--- src/rtl/fetch_pkg.sv ---
// fetch_pkg: constants, next-PC selector encoding and PC increment helper
// shared by the instruction-fetch stage. No ports.
// Imported by next_pc_mux and fetch_pc_unit.
package fetch_pkg;

   localparam logic [31:0] NOP_INSTR        = 32'h0000_0000;
   localparam logic [31:0] DEFAULT_RESET_PC = 32'h0000_0000;

   // Which source the PC register takes at the next edge.
   typedef enum logic [2:0] {
      SEL_SEQ,
      SEL_BRANCH,
      SEL_JUMP,
      SEL_JREG,
      SEL_HOLD
   } next_pc_sel_t;

   // Sequential successor; the 32-bit add wraps FFFF_FFFC to 0.
   function automatic logic [31:0] pc_plus4(input logic [31:0] pc);
      return pc + 32'd4;
   endfunction

endpackage

--- src/rtl/next_pc_mux.sv ---
// next_pc_mux: picks the next fetch address from hold / JR / J / branch / PC+4.
// Latency: purely combinational, no state.
// Backpressure: stall forces SEL_HOLD; redirects only count when IF/ID is valid.
// Ports: pc, stall, if_id_valid, if_id_pc_plus4 and the three redirect requests
// with their operands in; sel (chosen source) and next_pc (its address) out.
module next_pc_mux
   import fetch_pkg::*;
(
   input  logic [31:0]   pc,
   input  logic          stall,
   input  logic          if_id_valid,
   input  logic [31:0]   if_id_pc_plus4,
   input  logic          branch_taken,
   input  logic [31:0]   branch_offset,
   input  logic          jump,
   input  logic [27:0]   jump_target,
   input  logic          jump_reg,
   input  logic [29:0]   jump_reg_word,  // JumpRegAddr[31:2]; low bits are forced to 0
   output next_pc_sel_t  sel,
   output logic [31:0]   next_pc
);

   logic [31:0] branch_target;
   logic [31:0] jump_tgt_full;
   logic [31:0] jreg_target;

   assign branch_target = if_id_pc_plus4 + branch_offset;
   assign jump_tgt_full = {if_id_pc_plus4[31:28], jump_target};
   assign jreg_target   = {jump_reg_word, 2'b00};

   always_comb begin
      sel     = SEL_SEQ;
      next_pc = pc_plus4(pc);
      // Stall wins over redirects: the redirecting instruction stays in ID
      // and re-asserts its request once the stall clears.
      if (stall) begin
         sel     = SEL_HOLD;
         next_pc = pc;
      end else if (if_id_valid && jump_reg) begin
         sel     = SEL_JREG;
         next_pc = jreg_target;
      end else if (if_id_valid && jump) begin
         sel     = SEL_JUMP;
         next_pc = jump_tgt_full;
      end else if (if_id_valid && branch_taken) begin
         sel     = SEL_BRANCH;
         next_pc = branch_target;
      end
   end

endmodule

--- src/rtl/fetch_pc_unit.sv ---
// fetch_pc_unit: PC register, IF/ID pipeline register, fetch counter, JR alignment flag.
// Latency: instruction at PC in cycle N is on IfIdInstr in N+1; a redirect costs one bubble.
// Backpressure: Stall freezes PC, IF/ID and FetchCount; redirects are not queued.
// Ports: Clk/Reset (sync, active high), Stall, BranchTaken/BranchOffset, Jump/JumpTarget,
// JumpReg/JumpRegAddr, InstrIn in; PC, IfIdInstr, IfIdPcPlus4, IfIdValid,
// AddrMisaligned, FetchCount out.
module fetch_pc_unit
   import fetch_pkg::*;
#(
   parameter logic [31:0] RESET_PC = DEFAULT_RESET_PC
)(
   input  logic        Clk,
   input  logic        Reset,
   input  logic        Stall,
   input  logic        BranchTaken,
   input  logic [31:0] BranchOffset,
   input  logic        Jump,
   input  logic [27:0] JumpTarget,
   input  logic        JumpReg,
   input  logic [31:0] JumpRegAddr,
   input  logic [31:0] InstrIn,
   output logic [31:0] PC,
   output logic [31:0] IfIdInstr,
   output logic [31:0] IfIdPcPlus4,
   output logic        IfIdValid,
   output logic        AddrMisaligned,
   output logic [31:0] FetchCount
);

   logic [31:0] pc_q, pc_d;
   logic [31:0] instr_q, instr_d;
   logic [31:0] pc4_q, pc4_d;
   logic        valid_q, valid_d;
   logic        misaligned_q, misaligned_d;
   logic [31:0] count_q, count_d;

   next_pc_sel_t sel;
   logic [31:0]  next_pc;

   next_pc_mux u_next_pc_mux (
      .pc             (pc_q),
      .stall          (Stall),
      .if_id_valid    (valid_q),
      .if_id_pc_plus4 (pc4_q),
      .branch_taken   (BranchTaken),
      .branch_offset  (BranchOffset),
      .jump           (Jump),
      .jump_target    (JumpTarget),
      .jump_reg       (JumpReg),
      .jump_reg_word  (JumpRegAddr[31:2]),
      .sel            (sel),
      .next_pc        (next_pc)
   );

   always_comb begin
      pc_d         = pc_q;
      instr_d      = instr_q;
      pc4_d        = pc4_q;
      valid_d      = valid_q;
      count_d      = count_q;
      misaligned_d = 1'b0;
      case (sel)
         SEL_HOLD: begin
            // everything frozen; the flag is a single-cycle pulse so it drops
         end
         SEL_SEQ: begin
            pc_d    = next_pc;
            instr_d = InstrIn;
            pc4_d   = pc_plus4(pc_q);
            valid_d = 1'b1;
            count_d = count_q + 32'd1;
         end
         default: begin
            // Redirect: the instruction fetched this cycle is wrong-path.
            pc_d         = next_pc;
            instr_d      = NOP_INSTR;
            pc4_d        = 32'd0;
            valid_d      = 1'b0;
            misaligned_d = (sel == SEL_JREG) && (JumpRegAddr[1:0] != 2'b00);
         end
      endcase
   end

   always_ff @(posedge Clk) begin
      if (Reset) begin
         pc_q         <= RESET_PC;
         instr_q      <= NOP_INSTR;
         pc4_q        <= 32'd0;
         valid_q      <= 1'b0;
         misaligned_q <= 1'b0;
         count_q      <= 32'd0;
      end else begin
         pc_q         <= pc_d;
         instr_q      <= instr_d;
         pc4_q        <= pc4_d;
         valid_q      <= valid_d;
         misaligned_q <= misaligned_d;
         count_q      <= count_d;
      end
   end

   assign PC             = pc_q;
   assign IfIdInstr      = instr_q;
   assign IfIdPcPlus4    = pc4_q;
   assign IfIdValid      = valid_q;
   assign AddrMisaligned = misaligned_q;
   assign FetchCount     = count_q;

endmodule

--- config.mk ---
export PLATFORM = sky130hd
export DESIGN_NAME = fetch_pc_unit
export DESIGN_NICKNAME = d
export VERILOG_FILES = /design/src/rtl/fetch_pkg.sv /design/src/rtl/next_pc_mux.sv /design/src/rtl/fetch_pc_unit.sv
export SDC_FILE = /design/constraint.sdc
export NUM_CORES = 1
export LEC_CHECK = 0
export ABC_AREA = 1
export CAP_MARGIN = 0
export CORE_MARGIN = 2
export CORE_UTILIZATION = 45
export CTS_BUF_LIST = sky130_fd_sc_hd__clkbuf_4
export DETAILED_ROUTE_END_ITERATION = 10
export GPL_TIMING_DRIVEN = 1
export PLACE_DENSITY = 0.84
export SLEW_MARGIN = 30
export SYNTH_ARGS = -nofsm -noshare
export SYNTH_HDL_FRONTEND = slang
export SYNTH_SLANG_ARGS = --single-unit
export TNS_END_PERCENT = 1
--- constraint.sdc ---
create_clock -name Clk -period 2.1 [get_ports Clk]
set_input_delay 0.42 -clock Clk [delete_from_list [all_inputs] [get_ports Clk]]
set_output_delay 0.42 -clock Clk [all_outputs]
set_load 0.01 [all_outputs]
-- After elaboration in Yosys (flattened, before gate mapping)
Index checks and enable logic that the tools add are counted.
- bits in registers: 130
- latch bits: 0
- memory bits (writable): 0
- memory bits (read-only): 0
- input port bits: 130
- output and inout port bits: 130
- logic and storage cells: 31
- memories kept: 0
- $add $sub $neg: 3
- $mul: 0
- divide/modulo/power cells: 0
- $lt $le $gt $ge: 0
- equal/unequal tests: 2
- shift-type cells: 0
- muxes and demuxes: 10
- bitwise logic cells: 2
- reductions and logical operators: 8
- operators with widths (operator ; number):
    $pmux 32 s2 ; 2
    $mux 32 ; 3
    $add 32x1->32 const B ; 1
    $add 32x3->32 const B ; 1
    $add 32x32->32 ; 1
    $mux 3 ; 3
    $logic_and 1x1->1 ; 4
    $eq 3x2->1 const B ; 1
    $eq 3x3->1 const B ; 1
    $logic_not 3->1 ; 1
    $reduce_or 3->1 ; 1
    $not 1->1 ; 2
    $pmux 1 s2 ; 1
    $reduce_and 2->1 ; 1
    $reduce_bool 2->1 ; 1
    $mux 1 ; 1

-- Depth between registers and ports, before layout
Gate-level depths: netlist of the first run.
- depth in word-level cells: 8
- gate-level depth with buffers: 16
- gate-level depth less buffers: 16

-- Hierarchy
From an unflattened synthesis of the first run, not the netlist that was laid out.
- cell total of the unflattened synthesis: 1803
- area, all modules: 10346.2 um^2
- modules (own cells, without submodules) (module ; instances ; cells an instance ; area each (um^2) ; seq. area each (um^2)):
    fetch_pc_unit ; 1 ; 893 ; 6007.0 ; 2602.5
    next_pc_mux ; 1 ; 910 ; 4339.2 ; 0.0

-- Least setup slack after synthesis of the first run
OpenSTA, ideal clock, no wires.
- path type: input -> register
- start: in BranchOffset[0]
- end: reg pc_q[16], in the netlist PC[16]
- library setup time: 128 ps
- arrival time: 1913 ps
- required time: 1972 ps
- slack: 59 ps
- stages on the path: 14
- buffers on the path: 0
- cell sequence: ha_1 -> inv_1 -> fa_1 -> nor2_1 -> nor2_1 -> o21ai_1 -> nand2_1 -> nand2_1 -> xnor2_1 -> nand2_1 -> nand2_1 -> nand2_1 -> nand2_1 -> a21oi_1
- longest elaborated chain between the ends: 4
- RTL lines (item ; RTL line ; source):
    from (decl) ; fetch_pc_unit.sv:16 ; input logic [31:0] BranchOffset,
    $add 32x32->32 ; next_pc_mux.sv:27 ; assign branch_target = if_id_pc_plus4 + branch_offset;
    $mux 32 ; next_pc_mux.sv:45 ; end else if (if_id_valid && branch_taken) begin
    $mux 32 ; next_pc_mux.sv:42 ; end else if (if_id_valid && jump) begin
    $mux 32 ; next_pc_mux.sv:39 ; end else if (if_id_valid && jump_reg) begin
    to (signal assigned) ; fetch_pc_unit.sv:93 ; pc_q <= pc_d;
    to (decl) ; fetch_pc_unit.sv:30 ; logic [31:0] pc_q, pc_d;
No other way between the ends.
A chain may end at the register's enable or synchronous reset.

-- Worst setup path in the final report of the first run
Same ends and word-level chain as after synthesis.

==> run metrics, run 1 <==
top cell type's share of synthesized area=27.99%; TritonCTS clock tree=built; worst reg2reg startpoint=IfIdPcPlus4[0]; Longest Clk Path Bufs=2; critical path's largest stage delay=0.51 ns; DRC=0; total core area=0.02023 mm²; WHS=0.2037 ns; Total Power=6.598 mW; reg2reg setup slack=0.07 ns; ranking of synthesized cells by area=dfxtp_1 (28%), nand2_1 (24%), a21oi_1 (8.0%); area grow syn2layout=47.77%; TritonCTS Buffers=17; placed cell area=0.01293 mm²; PD cells=480.3 mW/mm²; Synth Register Bits=130; grt ovf=0; peak supply drop=0.3460 mV; post-layout min period=2.052 ns; Leakage Power=6.256 nW; row count=52; clock network power share=28.8%; Top Ports=260; vias post-DR=11615; post-synthesis cell area=0.009296 mm²; fin area=0.01374 mm²; synthesized instance count=1589; TNS Setup=0 ns; most frequent cells in the layout=nand2_1 (574), clkdlybuf4s50_1 (248), inv_1 (192), a21oi_1 (139), buf_4 (114); maxcap violations=0; Inst Count DP=2180; worst slew pin tran=0.7883 ns; worst-case reg-to-reg path depth=15; DRT Wirelength=36070 µm; YS warnings=0; WL met3=3534 µm; H-Tree Level Count=4; maximum fanout along the worst path=3; area leader, netlist=dfxtp_1; GR Util All Layers=31.69%; status=completed; hold_sp=Reset; CP max stage cell=clkdlybuf4s50_1; Die Y=147.7 µm; WL/cell=16.28 µm; Reg power frac=41.2%; uppermost routed layer=met5; initial antenna violation count=3; fin crit share=97.71%; Reg2Reg Capture Point=PC[16]; net switching share of the total power=34.95%; RSZ-0062 raised after global routing=yes; final setup fails=0; Final nets=2095; largest net degree at the start of global routing=66; final hold violations=0; f_max=487.4 MHz; Seq/Total Area, Yosys=27.99%; die area=0.02182 mm²; # port buffers=259; Yosys cell types=42; Slew Limit Fails=0; crit path DAT=2.49 ns; met1 wire length=14310 µm; overall die width=147.7 µm; sw power=2.306 mW; vias in the first global route=11032; commonest non-fill, non-tap cell in the layout=nand2_1; final std cells w/o fill=2215; post-synthesis net count=1753; Antenna Nets Post-Route=0; Avg Cell Area, Syn=5.850 µm²; Worst EP required=2.54 ns; layout cells sized above 1=16.36%; met2 wire len=16790 µm; CTS Sinks=130; critical path type=input pin to flop; initial core utilization=45.94%; kind of end point of the critical path=flop; relative max-transition margin=47.45%; post-DP HPWL=27670 µm; Hold Path Stages=2; Starting DRT DRC Count=914; Layout Skew=0.02413 ns; CP Launch Type=input pin; worst-path cell chain=clkdlybuf4s50_1, ha_4, inv_1, fa_2, nor2_2, nor2_2, o21ai_1, buf_4, nand2_1, nand2_1, xnor2_1, nand2_1, nand2_1, nand2_1, nand2_1, a21oi_1; root cell of the clock tree=clkbuf_4; most numerous cell on the critical path=nand2_1; RePlAce Congestion=0.9735; worst-skew pair later-pin latency=0.56 ns; first-pass GRT wire length=55030 µm; Int Power=4.292 mW; Via density=5.244; Combinational Power Share=30.1%; worst min-delay path class=input pin to flop; Worst Hold End=FetchCount[27]; CTS clock-pin slew for the worst setup and hold paths=0.15 ns; drt first pass iters=6
-- area by class of cell --
| cell class | count | area (µm²) |
|---|---|---|
| fillers | 1791 | 6497 |
| inverters | 210 | 788.3 |
| diodes | 1 | 2.502 |
| multi-input cells | 1195 | 6113 |
| flip-flops and latches | 130 | 2658 |
| repair buffers | 377 | 3541 |
| clock inverters | 15 | 168.9 |
| clock buffers | 17 | 127.6 |
| well taps | 270 | 337.8 |
-- worst max-delay path, delay by kind of cell --
kind            cells  cell delay, ns
compound gates      2            0.17
simple gates        8            0.51
fa+ha+maj           2            0.57
buf+inv             3            0.70
xor+xnor            1            0.11
-- worst max path at each step --
stage               startpoint     end  slack [ns]  cells past startpoint
2_1_floorplan  BranchOffset[0]  PC[16]        0.06                     14
3_3_place_gp   BranchOffset[5]  PC[19]       -0.65                     15
3_5_place_dp   BranchOffset[5]  PC[19]       -0.64                     15
4_1_cts         IfIdPcPlus4[8]  PC[22]       -0.01                     15
5_1_grt         IfIdPcPlus4[9]  PC[29]       -0.13                     15
6_report       BranchOffset[0]  PC[16]        0.05                     16
-- sequential cells by signal (all words and copies together) (netlist names) --
register / cells
PC: 32
IfIdInstr: 32
AddrMisaligned: 1
IfIdPcPlus4: 32
FetchCount: 32
IfIdValid: 1
-- metrics by stage --
step           utilization, %  setup slack (ns)
3_5_place_dp            63.91           -0.6388
4_1_cts                 65.49          -0.01387
2_1_floorplan               -           0.05874
6_report                67.89           0.04811
3_3_place_gp            63.91           -0.6542
5_1_grt                 67.89           -0.1282
-- cells by family (layout without fill, tap and decap cells) --
group,count (synthesis),in the layout,synth area share (%)
AO/OA/AOI/OAI,248,248,14.04
flip-flops,130,130,27.99
AND/OR/NAND/NOR,881,881,39.60
buffers and inverters,264,619,10.70
XOR/XNOR,32,32,3.015
adder cells (fa/ha/maj),34,34,4.657
other,0,1,0
-- cell usage after synthesis (all sizes together) --
library cell	n
ha	33
a21o	1
a211oi	1
a2bb2oi	2
nand2	598
nor4	5
clkbuf	41
o21bai	7
nor3b	2
nor2	120
nor3	30
a21oi	149
nand4	17
o211ai	8
and3	2
clkinv	2
xnor2	10
o21a	1
nand3	83
and2	1
xor2	22
fa	1
a31oi	5
dfxtp	130
a22oi	1
buf	13
nand3b	5
o21ai	72
or2	18
inv	208
o31ai	1
-- power by group through the flow --
stage               clock (mW)  sequential [mW]  combinational, mW
CTS                       1.92             2.70               1.87
global placement             0             2.75               1.84
global route              2.02             2.73               2.15
floorplan                    0             2.79              0.836
finish                    1.90             2.72               1.98
detailed placement           0             2.75               1.86
-- what timing repair did --
item / in CTS / in global routing
buffers inserted: 0 / 2
setup endpoints to repair: 18 / 51
hold endpoints to repair: 0 / 0
gates resized for setup: 16 / 119
pin swaps: 1 / 12
hold buffers: 0 / 0
-- metal layers --
metal / vias to the layer above / global-route usage (%)
li1: 5712 / -
met1: 5264 / 38.75
met2: 535 / 54.19
met3: 102 / 7.407
met4: 2 / 11.97
met5: - / 0
Power figures use the tool's default switching activity.
==> run 2, diff against run 1 <==
--- a/config.mk
+++ b/config.mk
@@ -17,4 +17,4 @@
 export SYNTH_ARGS = -nofsm -noshare
 export SYNTH_HDL_FRONTEND = slang
 export SYNTH_SLANG_ARGS = --single-unit
-export TNS_END_PERCENT = 1
+export TNS_END_PERCENT = 50
==> run 2 against run 1 <==
  * Largest power group unchanged
  * Design area increased by 1.3%
  * First-iteration DRC count is 23% higher
  * The flow now finishes with violations (negative setup slack)
  * Worst setup slack worse by 0.050 ns
  * Final cell count about the same
  * Die area unchanged
  * Count of clock-buffer cells in the layout stayed put
  * Total power rose by 0.80%
  * Utilization rose by 0.87 points
  * Non-clock buffer count is 2 higher
  * Worst hold slack worse by 0.0020 ns
==> run metrics, run 2 (same netlist as run 1, synthesis figures left out) <==
status=finished, violations left; failing checks=negative setup slack; vias in the first global route=11025 (-0.063%); reg2reg setup slack=-0.002 ns (-0.07 ns); DRC=0 (unchanged); kind of end point of the critical path=flop; Starting DRT DRC Count=1122 (+23%); largest net degree at the start of global routing=66 (unchanged); Most Used Layer, Global Route=met2; initial core utilization=45.94% (unchanged); die area=0.02182 mm² (unchanged); CP Launch Type=flop; post-layout min period=2.102 ns (+0.04968 ns); final worst slack=-0.001565 ns (-0.04968 ns); CTS Sinks=130 (unchanged); PD cells=478.0 mW/mm² (-0.48%); Fillers=1757 (-1.9%); final core utilization=68.76% (+0.87 points); Via density=5.285 (+0.79%); M1 GR Usage=38.77% (about the same); DRT Wirelength=36540 µm (+1.3%); Final nets=2097 (+0.095%); Longest Clk Path Bufs=2 (unchanged); commonest non-fill, non-tap cell in the layout=nand2_1; worst-path cell chain=ha_4, nand2_1, nand2_1, a21oi_1, buf_4, nor2_1, nor2_1, nand2_2, xnor2_2, nand2_1, nand2_1, nand2_1, nand2_1, a21oi_2; f_max=475.8 MHz (-2.4%); most numerous cell on the critical path=nand2_1; worst-skew pair later-pin latency=0.56 ns (about the same); Hold-fix buffers, CTS=0 (unchanged); Combinational Power Share=30.4% (+0.3 points); net switching share of the total power=35.17% (+0.22 points); worst slew pin tran=0.7934 ns (+0.005167 ns); Top Ports=260 (unchanged); total core area=0.02023 mm² (unchanged); Die Y=147.7 µm (unchanged); GR Util All Layers=31.70% (about the same); first-pass GRT wire length=55050 µm (about the same); TritonCTS Buffers=17 (unchanged); met2 Track Usage GR=54.19% (unchanged); fin crit share=100.1% (+2.4 points); sw power=2.339 mW (+1.4%); final hold violations=0 (unchanged); most frequent cells in the layout=nand2_1 (563), clkdlybuf4s50_1 (248), inv_1 (191), a21oi_1 (136), buf_4 (116); crit path DAT=2.59 ns (+0.10 ns); drt first pass iters=7 (+1); Slew Limit Fails=0 (unchanged); critical path type=flop to flop; Reg power frac=40.9% (-0.3 points); WHS=0.2018 ns (-0.001958 ns); area grow syn2layout=49.66%; maxcap violations=0 (unchanged); row count=52 (unchanged); overall die width=147.7 µm (unchanged); Int Power=4.311 mW (+0.45%); TNS Setup=-0.001565 ns (-0.001565 ns); root cell of the clock tree=clkbuf_4; worst min-delay path class=input pin to flop; Leakage Power=6.308 nW (+0.84%); # port buffers=259 (unchanged); post-DP HPWL=27670 µm (unchanged); multi-input logic area=0.006270 mm² (+2.6%); CTS clock-pin slew for the worst setup and hold paths=0.15 ns (about the same); H-Tree Level Count=4 (unchanged); met3 Use GR=7.407% (unchanged); WL/cell=16.48 µm (+1.2%); RePlAce Congestion=0.9735 (unchanged); Worst EP required=2.59 ns (+0.05 ns); clock network power share=28.7% (about the same); Layout Skew=0.02695 ns (+0.002815 ns); CP max stage cell=dfxtp_2; vias post-DR=11717 (+0.88%); RSZ-0062 raised after global routing=yes; final setup fails=1 (+1); TritonCTS clock tree=built; register area=0.002663 mm² (+0.19%); grt ovf=0 (unchanged); critical path's largest stage delay=0.39 ns (-0.12 ns); relative max-transition margin=47.10% (-0.34 points); layout cells sized above 1=17.93% (+1.6 points); Antenna Nets Post-Route=0 (unchanged); peak supply drop=0.3460 mV (about the same); maximum fanout along the worst path=4 (+1); initial antenna violation count=3 (unchanged)
[run 2: cell types whose count changed in the layout (fill, tap and decap cells not counted), moves of 4 or more]
cell | previous run | this run
dfxtp_2 | 35 | 39
ha_1 | 15 | 10
dfxtp_1 | 92 | 88
nand2_2 | 23 | 31
ha_4 | 16 | 22
nand2_1 | 574 | 563
[run 2: layout make-up]
type                    count  share of cell area, %
diodes                      1                0.01799
clock buffers              17                 0.9173
clock inverters            15                  1.214
inverters                 210                  5.665
multi-input cells        1195                  45.06
flip-flops and latches    130                  19.14
well taps                 270                  2.428
repair buffers            379                  25.56
[run 2: power by group through the flow]
| stage | combinational (mW) | clock [mW] | sequential, mW |
|---|---|---|---|
| global route | 2.19 | 2.03 | 2.74 |
| finish | 2.02 | 1.91 | 2.72 |
| floorplan | 0.836 | 0 | 2.79 |
| detailed placement | 1.86 | 0 | 2.75 |
| global placement | 1.84 | 0 | 2.75 |
| CTS | 1.87 | 1.92 | 2.70 |
[run 2: worst max-delay path, delay by kind of cell (launching register included)]
kind                     cells  cell delay [ns]
adder cells (fa/ha/maj)      1             0.22
flip-flops                   1             0.39
AO/OA/AOI/OAI                2             0.41
buffers and inverters        1             0.20
XOR/XNOR                     1             0.13
AND/OR/NAND/NOR              9             0.69
[run 2: path summary, 6_finish.rpt]
| path | cells after the start | endpoint | startpoint |
|---|---|---|---|
| worst max-delay path | 14 | PC[16] | IfIdPcPlus4[9] |
| worst min-delay path | 2 | FetchCount[27] | Reset |
| worst max register to register | 14 | PC[16] | IfIdPcPlus4[9] |
| worst min register to register | 2 | IfIdInstr[27] | IfIdInstr[27] |
[run 2: layer usage]
metal / vias to the layer above / part of all wire, %
met2: 553 / 47
met1: 5326 / 40
met4: 2 / 4.1
met3: 122 / 9.4
li1: 5714 / -
met5: - / 0.036
[run 2: through the flow]
stage                     power [mW]  cells  cell area [µm²]  worst slack [ns]
final                          6.651   2217            13910         -0.001565
after global routing           6.953   2217            13910           -0.1285
after CTS                      6.497   2212            13260          0.002121
after detailed placement       4.614   2180            12930           -0.6388
after global placement         4.588   2180            12930           -0.6542
after floorplan                3.628   1589             9296           0.05874
[run 2: repair_timing]
action / 4_1_cts / 5_1_grt
hold endpoints to repair: 0 / 0
buffers inserted: 0 / 4
pin swaps: 1 / 23
resized for setup: 17 / 153
setup endpoints to repair: 18 / 51
